==> config.mk <==
export PLATFORM = sky130hd
export DESIGN_NAME = axil_csr_mc
export DESIGN_NICKNAME = d
export VERILOG_FILES = /design/src/rtl/axil_csr_mc.sv
export SDC_FILE = /design/constraint.sdc
export NUM_CORES = 2
export LEC_CHECK = 0
export ABC_AREA = 1
export CAP_MARGIN = 20
export CORE_MARGIN = 2
export CORE_UTILIZATION = 55
export CTS_CLUSTER_SIZE = 12
export DETAILED_ROUTE_END_ITERATION = 10
export PLACE_DENSITY = 0.75
export SYNTH_ARGS = -nofsm -noshare
export SYNTH_HDL_FRONTEND = slang
export SYNTH_SLANG_ARGS = --single-unit
==> constraint.sdc <==
create_clock -name clk -period 12.4 [get_ports clk]
set_input_delay 3.1 -clock clk [delete_from_list [all_inputs] [get_ports clk]]
set_output_delay 3.1 -clock clk [all_outputs]
set_load 0.02 [all_outputs]
==> src/rtl/axil_csr_mc.sv <==
// axil_csr_mc: multi-channel AXI4-Lite CSR block for DMA descriptor queues.
// Each channel has staging registers, a doorbell-fed descriptor FIFO
// (first-word-fall-through), sticky done/overflow status and an IRQ enable.
// Build option: define AXIL_CSR_MC_STRB_EN to merge RW register writes per
// byte lane using wstrb; otherwise wstrb is ignored and writes are full-word.
module axil_csr_mc #(
    parameter int unsigned AXI_ADDR_WIDTH = 32,
    parameter int unsigned NUM_CH         = 2,
    parameter int unsigned CMD_FIFO_DEPTH = 4
) (
    input  logic                      clk,
    input  logic                      rst,
    input  logic                      clk_en,
    input  logic [AXI_ADDR_WIDTH-1:0] awaddr,
    input  logic                      awvalid,
    output logic                      awready,
    input  logic [31:0]               wdata,
    input  logic [3:0]                wstrb,
    input  logic                      wvalid,
    output logic                      wready,
    output logic [1:0]                bresp,
    output logic                      bvalid,
    input  logic                      bready,
    input  logic [AXI_ADDR_WIDTH-1:0] araddr,
    input  logic                      arvalid,
    output logic                      arready,
    output logic [31:0]               rdata,
    output logic [1:0]                rresp,
    output logic                      rvalid,
    input  logic                      rready,
    output logic [NUM_CH-1:0]         o_desc_valid,
    input  logic [NUM_CH-1:0]         i_desc_ready,
    output logic [NUM_CH*32-1:0]      o_desc_cmd,
    output logic [NUM_CH*32-1:0]      o_desc_spm_ptr,
    output logic [NUM_CH*32-1:0]      o_desc_size,
    output logic [NUM_CH*64-1:0]      o_desc_ddr_ptr,
    input  logic [NUM_CH-1:0]         i_ch_done,
    output logic                      o_irq
);

    localparam int unsigned PW = $clog2(CMD_FIFO_DEPTH);
    localparam int unsigned CW = PW + 1;
    localparam logic [31:0] VERSION = 32'h2024_0312;
    localparam logic [1:0]  RESP_OKAY   = 2'b00;
    localparam logic [1:0]  RESP_SLVERR = 2'b10;

    typedef enum logic [1:0] {WRIDLE, WRDATA, WRRESP} wr_state_t;
    typedef enum logic       {RDIDLE, RDDATA}         rd_state_t;

    wr_state_t r_wstate, w_wstate_nxt;
    rd_state_t r_rstate, w_rstate_nxt;

    logic [15:0]   r_awaddr;
    logic [1:0]    r_bresp;
    logic [1:0]    r_rresp;
    logic [31:0]   r_rdata;

    // Staging registers per channel: 0 CMD, 1 SPM_PTR, 2 DDR_LO, 3 DDR_HI, 4 SIZE
    logic [31:0]   r_stg  [NUM_CH][5];
    // FIFO entry layout: {CMD, SPM_PTR, DDR_HI, DDR_LO, SIZE}
    logic [159:0]  r_fifo [NUM_CH][CMD_FIFO_DEPTH];
    logic [PW-1:0] r_wptr [NUM_CH];
    logic [PW-1:0] r_rptr [NUM_CH];
    logic [CW-1:0] r_cnt  [NUM_CH];

    logic [NUM_CH-1:0] r_done;
    logic [NUM_CH-1:0] r_ovf;
    logic [NUM_CH-1:0] r_irq_en;
    logic              r_irq;

    logic w_aw_hs, w_w_hs, w_ar_hs;
    logic [31:0] w_wmask;

    logic [2:0] w_wr_ch, w_wr_off;
    logic       w_wr_in_ch, w_wr_ch_ok;
    logic       w_wr_err, w_stg_we, w_irq_en_we;
    logic [NUM_CH-1:0] w_done_clr, w_push, w_pop, w_full, w_ovf_set, w_ovf_clr;

    logic [15:0] w_ra;
    logic [2:0]  w_rd_ch, w_rd_off;
    logic        w_rd_in_ch, w_rd_ch_ok;
    logic [31:0] w_rd_data;
    logic        w_rd_err;

    logic [31:0]  w_cnt32   [NUM_CH];
    logic [31:0]  w_ch_stat [NUM_CH];
    logic [159:0] w_head    [NUM_CH];
    logic [7:0]   w_done8, w_full8, w_ne8;
    logic [31:0]  w_glb;

    logic w_unused;
    assign w_unused = &{1'b0, awaddr[AXI_ADDR_WIDTH-1:16], araddr[AXI_ADDR_WIDTH-1:16], wstrb};

    assign w_aw_hs = clk_en & ~rst & awvalid & (r_wstate == WRIDLE);
    assign w_w_hs  = clk_en & wvalid & (r_wstate == WRDATA);
    assign w_ar_hs = clk_en & ~rst & arvalid & (r_rstate == RDIDLE);

`ifdef AXIL_CSR_MC_STRB_EN
    assign w_wmask = {{8{wstrb[3]}}, {8{wstrb[2]}}, {8{wstrb[1]}}, {8{wstrb[0]}}};
`else
    assign w_wmask = '1;
`endif

    // FSM state registers for the write and read channels
    always_ff @(posedge clk) begin
        if (rst) begin
            r_wstate <= WRIDLE;
            r_rstate <= RDIDLE;
        end else if (clk_en) begin
            r_wstate <= w_wstate_nxt;
            r_rstate <= w_rstate_nxt;
        end
    end

    // FSM next-state logic
    always_comb begin
        w_wstate_nxt = r_wstate;
        w_rstate_nxt = r_rstate;
        case (r_wstate)
            WRIDLE:  if (w_aw_hs) w_wstate_nxt = WRDATA;
            WRDATA:  if (w_w_hs)  w_wstate_nxt = WRRESP;
            WRRESP:  if (bready)  w_wstate_nxt = WRIDLE;
            default: w_wstate_nxt = WRIDLE;
        endcase
        case (r_rstate)
            RDIDLE:  if (w_ar_hs) w_rstate_nxt = RDDATA;
            RDDATA:  if (rready)  w_rstate_nxt = RDIDLE;
            default: w_rstate_nxt = RDIDLE;
        endcase
    end

    // FSM outputs; address-ready is held low while reset is asserted
    always_comb begin
        awready = (r_wstate == WRIDLE) & ~rst;
        wready  = (r_wstate == WRDATA);
        bvalid  = (r_wstate == WRRESP);
        arready = (r_rstate == RDIDLE) & ~rst;
        rvalid  = (r_rstate == RDDATA);
    end

    assign bresp = r_bresp;
    assign rresp = r_rresp;
    assign rdata = r_rdata;
    assign o_irq = r_irq;

    assign w_wr_ch    = r_awaddr[7:5];
    assign w_wr_off   = r_awaddr[4:2];
    assign w_wr_in_ch = (r_awaddr[15:8] == 8'h03) && (r_awaddr[1:0] == 2'b00);
    assign w_wr_ch_ok = ({1'b0, w_wr_ch} < 4'(NUM_CH));

    // Per-channel FIFO occupancy flags and status words
    always_comb begin
        w_full  = '0;
        w_pop   = '0;
        w_done8 = '0;
        w_full8 = '0;
        w_ne8   = '0;
        for (int unsigned c = 0; c < NUM_CH; c++) begin
            w_full[c]    = (r_cnt[c] == CW'(CMD_FIFO_DEPTH));
            w_pop[c]     = (r_cnt[c] != '0) & i_desc_ready[c];
            w_cnt32[c]   = 32'(r_cnt[c]);
            w_ch_stat[c] = '0;
            w_ch_stat[c][3:0] = (w_cnt32[c] > 32'd15) ? 4'hF : w_cnt32[c][3:0];
            w_ch_stat[c][8]   = r_ovf[c];
            w_ch_stat[c][16]  = r_done[c];
            w_done8[c] = r_done[c];
            w_full8[c] = w_full[c];
            w_ne8[c]   = (r_cnt[c] != '0);
        end
        w_glb = {8'h00, w_ne8, w_full8, w_done8};
    end

    // Write decode: side-effect strobes and response for the W handshake
    always_comb begin
        w_wr_err    = 1'b0;
        w_stg_we    = 1'b0;
        w_irq_en_we = 1'b0;
        w_done_clr  = '0;
        w_push      = '0;
        w_ovf_set   = '0;
        w_ovf_clr   = '0;
        if (w_w_hs) begin
            if (w_wr_in_ch && w_wr_ch_ok) begin
                case (w_wr_off)
                    3'd0, 3'd1, 3'd2, 3'd3, 3'd4: w_stg_we = 1'b1;
                    3'd5: begin
                        for (int unsigned c = 0; c < NUM_CH; c++) begin
                            if (w_wr_ch == 3'(c)) begin
                                if (w_full[c]) begin
                                    w_ovf_set[c] = 1'b1;
                                    w_wr_err     = 1'b1;
                                end else begin
                                    w_push[c] = 1'b1;
                                end
                            end
                        end
                    end
                    // CH_STATUS is read-only but a write clears the overflow sticky
                    3'd6: begin
                        w_wr_err = 1'b1;
                        for (int unsigned c = 0; c < NUM_CH; c++) begin
                            if (w_wr_ch == 3'(c)) w_ovf_clr[c] = 1'b1;
                        end
                    end
                    default: w_wr_err = 1'b1;
                endcase
            end else begin
                case (r_awaddr)
                    16'h0204: w_done_clr  = wdata[NUM_CH-1:0];
                    16'h0208: w_irq_en_we = 1'b1;
                    default:  w_wr_err    = 1'b1;
                endcase
            end
        end
    end

    assign w_ra       = araddr[15:0];
    assign w_rd_ch    = w_ra[7:5];
    assign w_rd_off   = w_ra[4:2];
    assign w_rd_in_ch = (w_ra[15:8] == 8'h03) && (w_ra[1:0] == 2'b00);
    assign w_rd_ch_ok = ({1'b0, w_rd_ch} < 4'(NUM_CH));

    // Read decode from the live address; captured on the AR handshake
    always_comb begin
        w_rd_data = '0;
        w_rd_err  = 1'b0;
        if (w_rd_in_ch) begin
            if (w_rd_ch_ok) begin
                case (w_rd_off)
                    3'd0, 3'd1, 3'd2, 3'd3, 3'd4: begin
                        for (int unsigned c = 0; c < NUM_CH; c++) begin
                            for (int unsigned k = 0; k < 5; k++) begin
                                if (w_rd_ch == 3'(c) && w_rd_off == 3'(k)) w_rd_data = r_stg[c][k];
                            end
                        end
                    end
                    3'd5: w_rd_data = '0;
                    3'd6: begin
                        for (int unsigned c = 0; c < NUM_CH; c++) begin
                            if (w_rd_ch == 3'(c)) w_rd_data = w_ch_stat[c];
                        end
                    end
                    default: w_rd_err = 1'b1;
                endcase
            end else begin
                w_rd_err = 1'b1;
            end
        end else begin
            case (w_ra)
                16'h0104: w_rd_data = VERSION;
                16'h0200: w_rd_data = w_glb;
                16'h0204: w_rd_data = '0;
                16'h0208: w_rd_data = 32'(r_irq_en);
                default:  w_rd_err  = 1'b1;
            endcase
        end
    end

    // Address latch, write response and read data capture
    always_ff @(posedge clk) begin
        if (rst) begin
            r_awaddr <= '0;
            r_bresp  <= '0;
            r_rdata  <= '0;
            r_rresp  <= '0;
        end else if (clk_en) begin
            if (w_aw_hs) r_awaddr <= awaddr[15:0];
            if (w_w_hs)  r_bresp  <= w_wr_err ? RESP_SLVERR : RESP_OKAY;
            if (w_ar_hs) begin
                r_rdata <= w_rd_data;
                r_rresp <= w_rd_err ? RESP_SLVERR : RESP_OKAY;
            end
        end
    end

    // Staging and IRQ enable register writes with optional byte-lane merge
    always_ff @(posedge clk) begin
        if (rst) begin
            r_irq_en <= '0;
            for (int unsigned c = 0; c < NUM_CH; c++) begin
                for (int unsigned k = 0; k < 5; k++) r_stg[c][k] <= '0;
            end
        end else if (clk_en) begin
            if (w_irq_en_we) begin
                r_irq_en <= (wdata[NUM_CH-1:0] & w_wmask[NUM_CH-1:0]) |
                            (r_irq_en & ~w_wmask[NUM_CH-1:0]);
            end
            if (w_stg_we) begin
                for (int unsigned c = 0; c < NUM_CH; c++) begin
                    for (int unsigned k = 0; k < 5; k++) begin
                        if (w_wr_ch == 3'(c) && w_wr_off == 3'(k)) begin
                            r_stg[c][k] <= (wdata & w_wmask) | (r_stg[c][k] & ~w_wmask);
                        end
                    end
                end
            end
        end
    end

    // Descriptor FIFOs: doorbell pushes, DMA handshake pops
    always_ff @(posedge clk) begin
        if (rst) begin
            for (int unsigned c = 0; c < NUM_CH; c++) begin
                r_wptr[c] <= '0;
                r_rptr[c] <= '0;
                r_cnt[c]  <= '0;
                for (int unsigned d = 0; d < CMD_FIFO_DEPTH; d++) r_fifo[c][d] <= '0;
            end
        end else if (clk_en) begin
            for (int unsigned c = 0; c < NUM_CH; c++) begin
                if (w_push[c]) begin
                    r_fifo[c][r_wptr[c]] <= {r_stg[c][0], r_stg[c][1], r_stg[c][3],
                                             r_stg[c][2], r_stg[c][4]};
                    r_wptr[c] <= r_wptr[c] + 1'b1;
                end
                if (w_pop[c]) r_rptr[c] <= r_rptr[c] + 1'b1;
                if (w_push[c] && !w_pop[c]) begin
                    r_cnt[c] <= r_cnt[c] + 1'b1;
                end else if (!w_push[c] && w_pop[c]) begin
                    r_cnt[c] <= r_cnt[c] - 1'b1;
                end
            end
        end
    end

    // Done/overflow stickies (set wins over clear) and registered interrupt
    always_ff @(posedge clk) begin
        if (rst) begin
            r_done <= '0;
            r_ovf  <= '0;
            r_irq  <= 1'b0;
        end else if (clk_en) begin
            r_done <= (r_done & ~w_done_clr) | i_ch_done;
            r_ovf  <= (r_ovf & ~w_ovf_clr) | w_ovf_set;
            r_irq  <= |(r_done & r_irq_en);
        end
    end

    // FIFO head fields presented to the DMA engines
    always_comb begin
        o_desc_valid   = '0;
        o_desc_cmd     = '0;
        o_desc_spm_ptr = '0;
        o_desc_size    = '0;
        o_desc_ddr_ptr = '0;
        for (int unsigned c = 0; c < NUM_CH; c++) begin
            w_head[c]                  = r_fifo[c][r_rptr[c]];
            o_desc_valid[c]            = (r_cnt[c] != '0);
            o_desc_cmd[32*c +: 32]     = w_head[c][159:128];
            o_desc_spm_ptr[32*c +: 32] = w_head[c][127:96];
            o_desc_ddr_ptr[64*c +: 64] = w_head[c][95:32];
            o_desc_size[32*c +: 32]    = w_head[c][31:0];
        end
    end

endmodule

==> key figures <==
Status
  – Status: complete, but fails checks
  – Failing checks: max-slew violations

Cells and area
  – Reg area: just under 0.05 mm^2
  – Fillers: 9,498
  – Area delta synth->final: 14.76%
  – Final core occ: ~63%
  – Final instance area: 0.08082 mm^2
  – Share of post-route cells with drive strength above 1: 4.462%
  – Area of the multi-input gates: approximately 0.017 mm^2
  – Final-stage net count: slightly below 7,000

Logic synthesis
  – Top cells by count, synth: nor2_1 (2,149), edfxtp_1 (1,614), o21ai_0 (742)
  – EDFF count, synth: about 1,600
  – Synth top area share: roughly 69%
  – Post-synth cell types: 44
  – Async SR Flop Fraction: 0%
  – Mapped Avg Cell Area: approximately 11 um^2
  – Synth Instances: between 6,000 and 7,000
  – Top_reg_cell synth: edfxtp_1
  – Synthesized flop and latch total: between 1,500 and 2,000
  – Count leader, synth: nor2_1
  – Post-Syn Area: roughly 0.070 mm^2
  – Synth warn: 0
  – Register area share after synthesis: between 70% and 80%
  – Largest cells by area after synthesis: edfxtp_1 (69%), nor2_1 (11%), o21ai_0 (5.3%)
  – Largest area contributor in the netlist: edfxtp_1

Setup path
  – Worst Path Arrival: 4.88 ns
  – Reg-to-reg endpoint: r_fifo[1][454]
  – Crit-path cells: buf_4 -> inv_8 -> buf_16 -> buf_4 -> buf_12 -> o21ai_0 -> o22ai_1 -> clkdlybuf4s50_1
  – Largest stage delay on the critical path: roughly 0.7 ns
  – CP max-delay cell: clkdlybuf4s50_1
  – R2R Setup Slk: approximately 7.7 ns
  – Most frequent CP cell: buf_4
  – Crit end category: primary output
  – CP startpoint kind: flop
  – Buffer and inverter count on the worst path: 6
  – R2R depth: 11
  – CP max FO: between 100 and 150
  – CP required: 9.30 ns
  – CP delay by family, top: buffers and inverters
  – WS Path Type: reg2out
  – Reg-to-Reg Start: r_wstate[0]

Clock network
  – Num CTS Buffers: 170
  – Hold-fix buffers, CTS: 0
  – Clk buf depth: 3
  – Clk sinks: around 1,700
  – CTS tree: built
  – Clock transition at the registers of the reported paths: 0.06 ns
  – Postcts setup bufs: 0
  – Root buffer cell: clkbuf_16
  – Clock latency on the worst-skew pair: 0.81 ns
  – Number of H-tree levels: 4
  – Post-CTS sizing: 0

Timing
  – Slew @ Worst Pin: 1.609 ns
  – WHS: 0.4779 ns
  – Max-slew violations: roughly 140
  – Count of final setup violators: 0
  – RSZ-0062 raised after global routing: no
  – Final Cycle Share: between 60% and 70%
  – Rel. slew slack: -7.281%
  – Final WS setup: 4.425 ns
  – Clock Skews: ~0.036 ns
  – Fmax: between 0.1 and 0.15 GHz
  – Setup TNS: 0 ns
  – Final hold violation count: 0
  – Fin crit period: between 7 and 8 ns

Worst hold path
  – WHS Endpoint: rdata[15]
  – Tightest Hold Check Type: reg2reg
  – Hold depth: 2
  – Hold Crit Start: rdata[15]

Pwr
  – Leakage Power: ~30 nW
  – Psw: 3.087 mW
  – Internal power: between 9 and 10 mW
  – Worst VDD drop: around 180 uV
  – P per Cell Area: 154.3 mW/mm^2
  – Sequential share of power: 51.7%
  – Combinational share of power: 10.5%
  – Sw Share: 24.76%
  – Clock share of power: a little under two fifths

Drt
  – DRT iter0 DRCs: approximately 9,000
  – DRC: 0
  – DR pass1 iterations: 6
  – Vias: around 52,000
  – WL/cell: around 27 um
  – Antenna Nets Post-Route: 0
  – DRT Wirelength: 226.5 mm
  – Vias per cell: 6.156

Floorplan
  – DIE HEIGHT: 361.8 um
  – Initial Util: between 50% and 60%
  – Die X: between 300 and 400 um
  – Die ar.: approximately 0.13 mm^2
  – Core area: ~0.13 mm^2
  – IO Pins: 476
  – Row Count: ~130

Global route
  – Pin count of the biggest net entering global routing: 259
  – First-pass GRT wire length: 321.2 mm
  – Antenna violations before repair: 9
  – Total GRT Usage: between 30 and 40%
  – Vias in the first global route: a little under 50,000
  – Grt total ovfl: 0

Placed design
  – Hpwl dp: between 100 and 150 mm
  – Placed Area: approximately 0.076 mm^2
  – Port Buffers: 437
  – Pre-CTS setup slack: 4.679 ns
  – GPL Wtd Cong: between 0.9 and 1

Job
  – Max_cap viols: 0
[metal layers]
| layer | global-route usage, % | share of wire, % | wire [um] | vias up |
|---|---|---|---|---|
| li1 | - | - | - | 22620 |
| met1 | 45.69 | 35 | 79330 | 25150 |
| met2 | 49.03 | 44 | 98530 | 4001 |
| met3 | 10.35 | 15 | 34260 | 556 |
| met4 | 18.93 | 6.2 | 14150 | 15 |
| met5 | 0.7769 | 0.099 | 225 | - |
[power by group through the flow]
stage	Combinational [mW]	Clock, mW	Sequential (mW)
floorplan	0.658	0	6.56
global placement	1.27	0	6.55
detailed placement	1.28	0	6.56
CTS	1.28	4.70	6.45
global route	1.36	4.91	6.46
finish	1.30	4.72	6.45
[cell families (layout without fill, tap and decap cells)]
logic type	Yosys count	count (layout)	share of synthesized area, %
AO/OA/AOI/OAI	1243	1243	9.523
XOR/XNOR	3	3	0.03732
adder cells (fa/ha/maj)	12	12	0.2239
buffers and inverters	917	1272	5.188
flip-flops	1674	1674	70.53
multiplexers	2	2	0.02843
other	1	7	0.005325
AND/OR/NAND/NOR	2628	2628	14.47
[placed cells by master, fill, tap and decap left out, drive strengths merged, types with 5 or more instances in the layout]
master	synthesis	layout
nand4	36	36
nand2	376	376
buf	126	59
clkbuf	296	244
a21oi	131	131
nor3	6	6
diode	0	5
edfxtp	1614	1614
nand3	46	46
o21ai	743	743
clkdlybuf4s50	0	436
nor2	2154	2154
ha	11	11
inv	494	503
o22ai	354	354
clkinv	1	29
dfxtp	60	60
[cell type report]
cell class,count,share of cell area (%)
diodes,5,0.01548
clock inverters,38,0.2880
inverters,495,2.324
flip-flops and latches,1674,61.45
well taps,1662,2.573
multi-input cells,3890,21.37
clock buffers,244,5.799
repair buffers,495,6.174
[worst max-delay path by stage]
stage / to / startpoint / cells after the start
global placement: r_fifo[1][614] / clk_en / 10
finish: o_desc_ddr_ptr[33] / r_rptr[0][0] / 8
detailed placement: r_fifo[1][614] / clk_en / 10
CTS: o_desc_ddr_ptr[47] / r_rptr[0][0] / 6
floorplan: r_fifo[1][0] / wvalid / 10
global route: o_desc_ddr_ptr[47] / r_rptr[0][0] / 8
[stage by stage]
step,cells,power [mW]
2_1_floorplan,6481,7.217
3_3_place_gp,8212,7.819
3_5_place_dp,8212,7.840
4_1_cts,8494,12.43
5_1_grt,8498,12.73
6_report,8503,12.47
[registers in the layout, indices dropped and copies added (netlist names)]
signal / flops
r_stg: 320
r_cnt: 6
r_ovf: 2
r_irq_en: 2
rresp: 1
r_fifo: 1280
bresp: 1
rdata: 32
r_wstate: 2
o_irq: 1
r_rptr: 4
r_done: 2
r_awaddr: 16
r_wptr: 4
rvalid: 1
[tightest hold or removal path: cells and delay by family (launching register included)]
| family | cells | cell delay [ns] |
|---|---|---|
| AO/OA/AOI/OAI | 1 | 0.06 |
| flip-flops | 1 | 0.31 |
| AND/OR/NAND/NOR | 1 | 0.06 |
Note: power is estimated with default switching activity, not from simulation.
